$ cat config.mk
export PLATFORM = sky130hd
export DESIGN_NAME = wb_arbiter
export DESIGN_NICKNAME = d
export VERILOG_FILES = /design/src/rtl/wb_arbiter.sv
export SDC_FILE = /design/constraint.sdc
export NUM_CORES = 1
export LEC_CHECK = 0
export BUFFER_PORTS_ARGS = -buffer_cell sky130_fd_sc_hd__buf_2
export CAP_MARGIN = 40
export CORE_MARGIN = 2
export CORE_UTILIZATION = 57
export CTS_CLUSTER_DIAMETER = 200
export CTS_CLUSTER_SIZE = 30
export DETAILED_ROUTE_END_ITERATION = 10
export GPL_ROUTABILITY_DRIVEN = 0
export PLACE_DENSITY = 0.82
export SYNTH_ARGS = -nofsm -noshare
export SYNTH_HDL_FRONTEND = slang
export SYNTH_SLANG_ARGS = --single-unit
$ cat constraint.sdc
create_clock -name clk -period 5.5 [get_ports clk]
set_input_delay 0.275 -clock clk [delete_from_list [all_inputs] [get_ports clk]]
set_output_delay 0.275 -clock clk [all_outputs]
set_load 0.005 [all_outputs]
$ cat src/rtl/wb_arbiter.sv
// ---------------------------------------------------------------------------
// wb_arbiter
//
// Shares the single register-file write port among NUM_FU functional units
// (0=ALU, 1=MEM, 2=MUL, 3=DIV, 4=JUMP). Each FU owns a one-entry holding
// buffer, so simultaneous completions are serialised without loss. The write
// port is granted round-robin, and the write itself is registered.
//
// Ports:
//   clk        system clock, rising edge
//   rst        asynchronous active-low reset
//   fu_done    one-cycle completion pulse per FU
//   fu_wen     completing instruction writes back
//   fu_rd      packed destination registers, FU i in [5i+4:5i]
//   fu_data    packed results, FU i in [DW*i+DW-1:DW*i]
//   fu_full    buffer i occupied (combinational from buffer state)
//   pend_rd    one-hot OR of rd of every valid buffer entry, bit 0 always 0
//   reg_write  registered regfile write enable
//   rd_ctrl    registered write address
//   wb_data    registered write data
//   wb_src     registered index of the granted FU
//   overflow   sticky protocol-error flag
//
// Handshake: there is no ready signal towards the FUs. A completion is taken
// when fu_done[i] & fu_wen[i] & (rd != 0) in a cycle. The producer must not
// complete on FU i while fu_full[i] is set unless that buffer is being
// granted in the same cycle; a completion that arrives while the buffer is
// held and not granted is dropped and raises overflow.
// ---------------------------------------------------------------------------
module wb_arbiter #(
  parameter int NUM_FU = 5,
  parameter int DW     = 32
) (
  input  logic                 clk,
  input  logic                 rst,
  input  logic [NUM_FU-1:0]    fu_done,
  input  logic [NUM_FU-1:0]    fu_wen,
  input  logic [5*NUM_FU-1:0]  fu_rd,
  input  logic [DW*NUM_FU-1:0] fu_data,
  output logic [NUM_FU-1:0]    fu_full,
  output logic [31:0]          pend_rd,
  output logic                 reg_write,
  output logic [4:0]           rd_ctrl,
  output logic [DW-1:0]        wb_data,
  output logic [2:0]           wb_src,
  output logic                 overflow
);

  localparam int IW = 3;

  logic [NUM_FU-1:0] buf_v;
  logic [4:0]        buf_rd   [NUM_FU];
  logic [DW-1:0]     buf_data [NUM_FU];

  logic [4:0]        in_rd    [NUM_FU];
  logic [DW-1:0]     in_data  [NUM_FU];
  logic [4:0]        pay_rd   [NUM_FU];
  logic [DW-1:0]     pay_data [NUM_FU];
  logic [NUM_FU-1:0] live;
  logic [NUM_FU-1:0] req;

  logic [IW-1:0]     last;
  logic [IW-1:0]     gnt_idx;
  logic              gnt_any;
  logic [NUM_FU-1:0] gnt_oh;
  int                cand;

  // Unpack inputs and form per-FU requests. A buffered entry takes priority
  // over the live input so the older result is always written first.
  for (genvar g = 0; g < NUM_FU; g++) begin : g_fu
    assign in_rd[g]    = fu_rd[5*g +: 5];
    assign in_data[g]  = fu_data[DW*g +: DW];
    assign live[g]     = fu_done[g] & fu_wen[g] & (in_rd[g] != 5'd0);
    assign req[g]      = buf_v[g] | live[g];
    assign pay_rd[g]   = buf_v[g] ? buf_rd[g]   : in_rd[g];
    assign pay_data[g] = buf_v[g] ? buf_data[g] : in_data[g];
  end

  // Round-robin search starting just after the last granted FU.
  always_comb begin
    gnt_any = 1'b0;
    gnt_idx = '0;
    gnt_oh  = '0;
    cand    = 0;
    for (int k = 1; k <= NUM_FU; k++) begin
      cand = int'(last) + k;
      if (cand >= NUM_FU) cand = cand - NUM_FU;
      if (!gnt_any && req[cand]) begin
        gnt_any = 1'b1;
        gnt_idx = IW'(cand);
      end
    end
    if (gnt_any) gnt_oh[gnt_idx] = 1'b1;
  end

  assign fu_full = buf_v;

  always_comb begin
    pend_rd = '0;
    for (int i = 0; i < NUM_FU; i++) begin
      if (buf_v[i]) pend_rd[buf_rd[i]] = 1'b1;
    end
    pend_rd[0] = 1'b0;
  end

  always_ff @(posedge clk or negedge rst) begin
    if (!rst) begin
      reg_write <= 1'b0;
      rd_ctrl   <= '0;
      wb_data   <= '0;
      wb_src    <= '0;
      overflow  <= 1'b0;
      last      <= IW'(NUM_FU - 1);
      buf_v     <= '0;
      for (int i = 0; i < NUM_FU; i++) begin
        buf_rd[i]   <= '0;
        buf_data[i] <= '0;
      end
    end else begin
      reg_write <= gnt_any;
      if (gnt_any) begin
        rd_ctrl <= pay_rd[gnt_idx];
        wb_data <= pay_data[gnt_idx];
        wb_src  <= gnt_idx;
        last    <= gnt_idx;
      end
      for (int i = 0; i < NUM_FU; i++) begin
        if (gnt_oh[i]) begin
          // Granted from the buffer: refill with a new completion if one
          // arrived, otherwise free it. A granted bypass leaves it empty.
          if (buf_v[i]) begin
            if (live[i]) begin
              buf_rd[i]   <= in_rd[i];
              buf_data[i] <= in_data[i];
            end else begin
              buf_v[i] <= 1'b0;
            end
          end
        end else if (live[i]) begin
          if (!buf_v[i]) begin
            buf_v[i]    <= 1'b1;
            buf_rd[i]   <= in_rd[i];
            buf_data[i] <= in_data[i];
          end else begin
            // Held entry not draining: keep it and drop the newcomer.
            overflow <= 1'b1;
          end
        end
      end
    end
  end

endmodule

* Word-level counts from Yosys, hierarchy flattened *
Cells that the tools add are included.

cells by class
  add/sub/neg operators = 10
  $mul = 0
  divide/modulo/power cells = 0
  order comparisons = 23
  equal/unequal tests = 5
  shift-type cells = 0
  mux-type cells = 139
  bitwise gates (word level) = 20
  reduce and logical (&&, ||, !) cells = 29

operator list
  kind                 number
  $mux 32              37
  $lt 32x5->1 const B  5
  $mux 5               28
  $or 32x32->32        4
  $bmux 32 s3          1
  $mux 1               56
  $lt 5x6->1 const B   5
  $demux 1 s5          5
  $ge 5x1->1 const B   5
  $reduce_bool 5->1    5
  $sub 4x3->5 const B  5
  $ge 4x3->1 const B   5
  $bmux 1 s3           5
  $bmux 5 s3           1
  $mux 3               5
  $and 1x1->1          10
  $logic_and 1x1->1    10
  $ne 2x2->1 const B   5
  $reduce_and 2->1     5
  $reduce_bool 2->1    5
  $add 3x2->4 const B  2
  $add 3x3->4 const B  2
  $or 1x1->1           5
  $add 3x1->4 const B  1
  6 further kinds      9

storage, ports and cells
  register bits = 235
  bits in latches = 0
  memory bits (writable) = 0
  memory bits (read-only) = 0
  memories = 0

* Longest topological paths before layout *
  depth in word-level cells = 37
  mapped depth = 19
  mapped depth without buffers = 13

* Worst setup path before layout *
No wires, ideal clock.

  kind = reg2reg
  from = register last[2]
  to = register buf_data[119] (netlist bit)
  arrival = 4323 ps
  slack = 1052 ps
  stages on the path, launching flop included = 19
  buffers on the path = 5
  period minus slack after synthesis = 4448 ps
  cell sequence = dfstp_2 > buf_2 > buf_2 > inv_2 > ha_1 > buf_2 > a211oi_2 > and3_1 > or2_1 > mux2_2 > a311oi_2 > nand4b_1 > a211o_1 > o21a_1 > buf_4 > or3_1 > nand3_2 > buf_6 > mux2_2

on the way
  word-level cells in the longest chain between the ends = 26
  elaborated cells between the ends (all ways) = 62
  classes of those cells = add/sub: 10; order compare: 7; eq/ne: 1; mux: 34; reduce/logical: 10

ends and longest elaborated chain
  item                                                            RTL line  RTL
  from (decl)                                                     62        logic [IW-1:0] last;
  from (signal assigned)                                          113       last <= IW'(NUM_FU - 1);
  from (signal assigned)                                          125       last <= gnt_idx;
  $add 3x1->4                                                     86        cand = int'(last) + k;
  $sub 4x3->5 or $ge 4x3->1 (tied branches)                       87        if (cand >= NUM_FU) cand = cand - NUM_FU;
  $mux 32                                                         87
  $bmux 1 s3                                                      88        if (!gnt_any && req[cand]) begin
  $mux 1 (not written as such) (2 in series)                      88
  $mux 1                                                          88
  $logic_not 1->1                                                 88
  $logic_and 1x1->1                                               88
  [9 not listed]                                                  -
  $mux 3                                                          88
  $lt 3x4->1 (not written as such) or $ge 3x1->1 (tied branches)  93        if (gnt_any) gnt_oh[gnt_idx] = 1'b1;
  $logic_and 1x1->1 (not written as such)                         93
  $mux 1 (not written as such)                                    93
  $demux 1 s3                                                     93
  $mux 5 *                                                        93
  $ne 2x2->1 (no line)                                            -
  $reduce_and 2->1 (no line)                                      -
  to (signal, indexed assignment)                                 134       buf_data[i] <= in_data[i];
  to (signal, indexed assignment)                                 143       buf_data[i] <= in_data[i];
  to (decl)                                                       53        logic [DW-1:0] buf_data [NUM_FU];

Mark *: on every way between the ends. The rest lies on a longest branch, timed or not. The select of a mux whose other input is x is not followed.
A chain may end at the register's enable or synchronous reset.

* Worst setup path in the final report *
  from = register last[2]
  to = register buf_data[118] (netlist bit)

Same word-level chain as after synthesis.

==> flow_summary.json <==
{
  "crit_path_cell_trace": "inv_2, ha_1, a2111oi_0, o21ai_0, o31a_1, o31ai_1, a311oi_2, and2_1, a311oi_2, o21ai_4, buf_4, o21ai_1, nand3_2, buf_4, mux2_1",
  "yosys-top-cells-area": "dfrtp_1 39%, mux2_2 16%, mux2i_1 6.5%",
  "arrival_ns": 5.58,
  "r2r_slack_ns": 0.29,
  "hold_path.class": "primary input to register",
  "grt_pass1_vias": 12700,
  "htreeDepth": 1,
  "worstHoldPathCells": 2,
  "setup_tns_ns": 0,
  "slowest_delay_ns": 0.79,
  "layout-drive-gt1-share_pct": 34.3,
  "holdWs_ns": 0.000659,
  "hold_path_end": "buf_data[130]",
  "route.detailed.drc": 0,
  "antenna_found_initial": 14,
  "synth_edf_count": 0,
  "finalCritPeriodShare_pct": 94.7,
  "r2r-start": "last[2]",
  "r2r-end": "buf_data[118]",
  "fp.dieH_um": 165,
  "fin_skew_ns": 0.0237,
  "synth_nets": 1636,
  "tritoncts": "yes",
  "placedInstanceArea_mm2": 0.0163,
  "cp_max_fo": 22,
  "ys_seq_area_share_pct": 39.6,
  "dpl.hpwl_um": 33100,
  "port_buffers": 274,
  "r2r_cells": 15,
  "coreArea_mm2": 0.0253,
  "cp-start-kind": "register",
  "grt_setup_unrepaired": "false",
  "clock.fmax_ghz": 0.192,
  "die-area_mm2": 0.0271,
  "dr.pass1.iters": 8,
  "ys_async_sr_fraction_pct": 100,
  "critical_path.top_delay_family": "compound AO/OA/AOI/OAI gates",
  "slew_headroom_pct": 33.1,
  "grt_pass1_wl_um": 70000,
  "cts_root_buffer": "clkbuf_16",
  "drt_wl_total_um": 45500,
  "cts_buffers": 11,
  "viasPerCell": 6.55,
  "wire_per_inst_um": 23.1,
  "syn_area_mm2": 0.0147,
  "yosys.area.top_type": "dfrtp_1",
  "synth_seq_cells": 233,
  "status": "complete, no violations",
  "finalSetupViolCount": 0,
  "ys.flop_type": "dfrtp_1",
  "slew_viol_final": 0,
  "required_ns": 5.87,
  "synthCells": 1427,
  "die-width_um": 165,
  "synthToLayoutAreaGrowth_pct": 12.9,
  "clock_latency_ns": 0.49,
  "ant_nets": 0,
  "track_usage_pct": 33.3,
  "clk_pin_slew_ns": 0.13,
  "overflow": 0,
  "cts_num_sinks": 233,
  "synth_top_area_share_pct": 39.5,
  "clk_path_buf_depth": 3,
  "worst_pin_slew_ns": 1.00,
  "fin_nets": 1842,
  "initial_core_util_pct": 58.3,
  "maxCapViolCount": 0,
  "dr_total_vias": 12900,
  "slowest_stage": "dfstp_2",
  "hold_viol_final": 0,
  "crit_type": "register to register",
  "post-route-min-period_ns": 5.21,
  "yosys_warnings": 0,
  "num_rows": 58,
  "ios": 276,
  "avgSynthCellArea_um2": 10.3,
  "fin_area_mm2": 0.0166,
  "min_from": "fu_data[2]",
  "drt_iter0_drc": 1605,
  "synth_cell_types": 74,
  "grt_max_degree": 133,
  "critPathCaptureType": "register",
  "crit_buf_inv": 3
}
[placed cells by master, fill, tap and decap left out, drive strengths merged, types with 11 or more instances in the layout]
| master | n |
|---|---|
| buf | 303 |
| mux2 | 248 |
| dfrtp | 232 |
| nor2 | 112 |
| mux2i | 97 |
| nand2 | 88 |
| a21oi | 43 |
| nand3 | 36 |
| a211oi | 33 |
| nor2b | 32 |
| a22oi | 31 |
| o211ai | 30 |
| a211o | 30 |
| o21ai | 30 |
| a41oi | 27 |
| nor3b | 26 |
| nand3b | 25 |
| o221ai | 20 |
| o22ai | 19 |
| nor3 | 16 |
| or3 | 14 |
| clkbuf | 14 |
| ha | 12 |
| o311ai | 11 |
[registers in the layout (all words and copies together) (netlist names)]
register   cells
buf_rd        25
wb_src         3
last           1
reg_write      1
wb_data       32
rd_ctrl        5
fu_full        5
overflow       1
buf_data     160
[per-stage QoR]
stage	utilization [%]	worst slack [ns]	std cells
after CTS	65.6	0.332	1964
after detailed placement	64.4	0.392	1948
after floorplan	-	1.05	1427
final	65.8	0.290	1973
after global placement	64.4	0.539	1948
after global routing	65.7	0.0466	1966
[cells by family (layout without fill, tap and decap cells)]
family | count (synthesis) | count (layout) | share of synthesized area (%)
DFF | 233 | 233 | 39.6
xor gates and xnor gates | 4 | 4 | 0.238
AOI/OAI and AO/OA | 308 | 309 | 15.4
buffers and inverters | 122 | 329 | 3.81
and+or+nand+nor | 398 | 398 | 13.9
adders and majority gates | 16 | 16 | 1.29
muxes | 345 | 345 | 25.7
other | 1 | 9 | 0.0255
[how the worst max path moves through the flow]
stage | cells after the start | end | from
3_5_place_dp | 15 | buf_data[118] | last[2]
2_1_floorplan | 18 | buf_data[119] | last[2]
3_3_place_gp | 15 | buf_data[103] | last[2]
5_1_grt | 15 | buf_data[118] | last[2]
4_1_cts | 15 | buf_data[118] | last[2]
6_report | 15 | buf_data[118] | last[2]
[per-layer routing]
metal	routed length (µm)	global-route usage [%]	vias to the layer above
li1	-	-	5765
met1	17000	40.9	6248
met2	21100	54.8	712
met3	4520	7.96	192
met4	2750	16.8	16
met5	103	0	-
[synth_stat cells (27+ instances only)]
cell type and number:
dfrtp_1 232, mux2_2 205, nor2_1 112, mux2i_1 96, nand2_1 88, clkbuf_1 64
mux2_1 43, a21oi_1 42, nand3_1 35, a211oi_1 32, nor2b_1 32, a22oi_1 31
a211o_1 30, o211ai_1 30, a41oi_1 27
[area by class of cell]
cell class	instances	area, µm²
fillers	2057	8650
multi-input cells	1073	8380
flip-flops and latches	233	5840
repair buffers	304	1620
well taps	330	413
clock buffers	14	287
inverters	10	37.5
diodes	8	20.0
clock inverters	1	8.76
[timing repair]
item	in CTS	in global routing
hold buffers	1	0
endpoints found under the hold margin	104	0
setup endpoints to repair	0	11
gates resized for setup	0	1
setup buffers	0	0
Power is left out: the tool's default activity adds up to more than one toggle a clock period on the data nets, which glitch-free logic cannot reach.
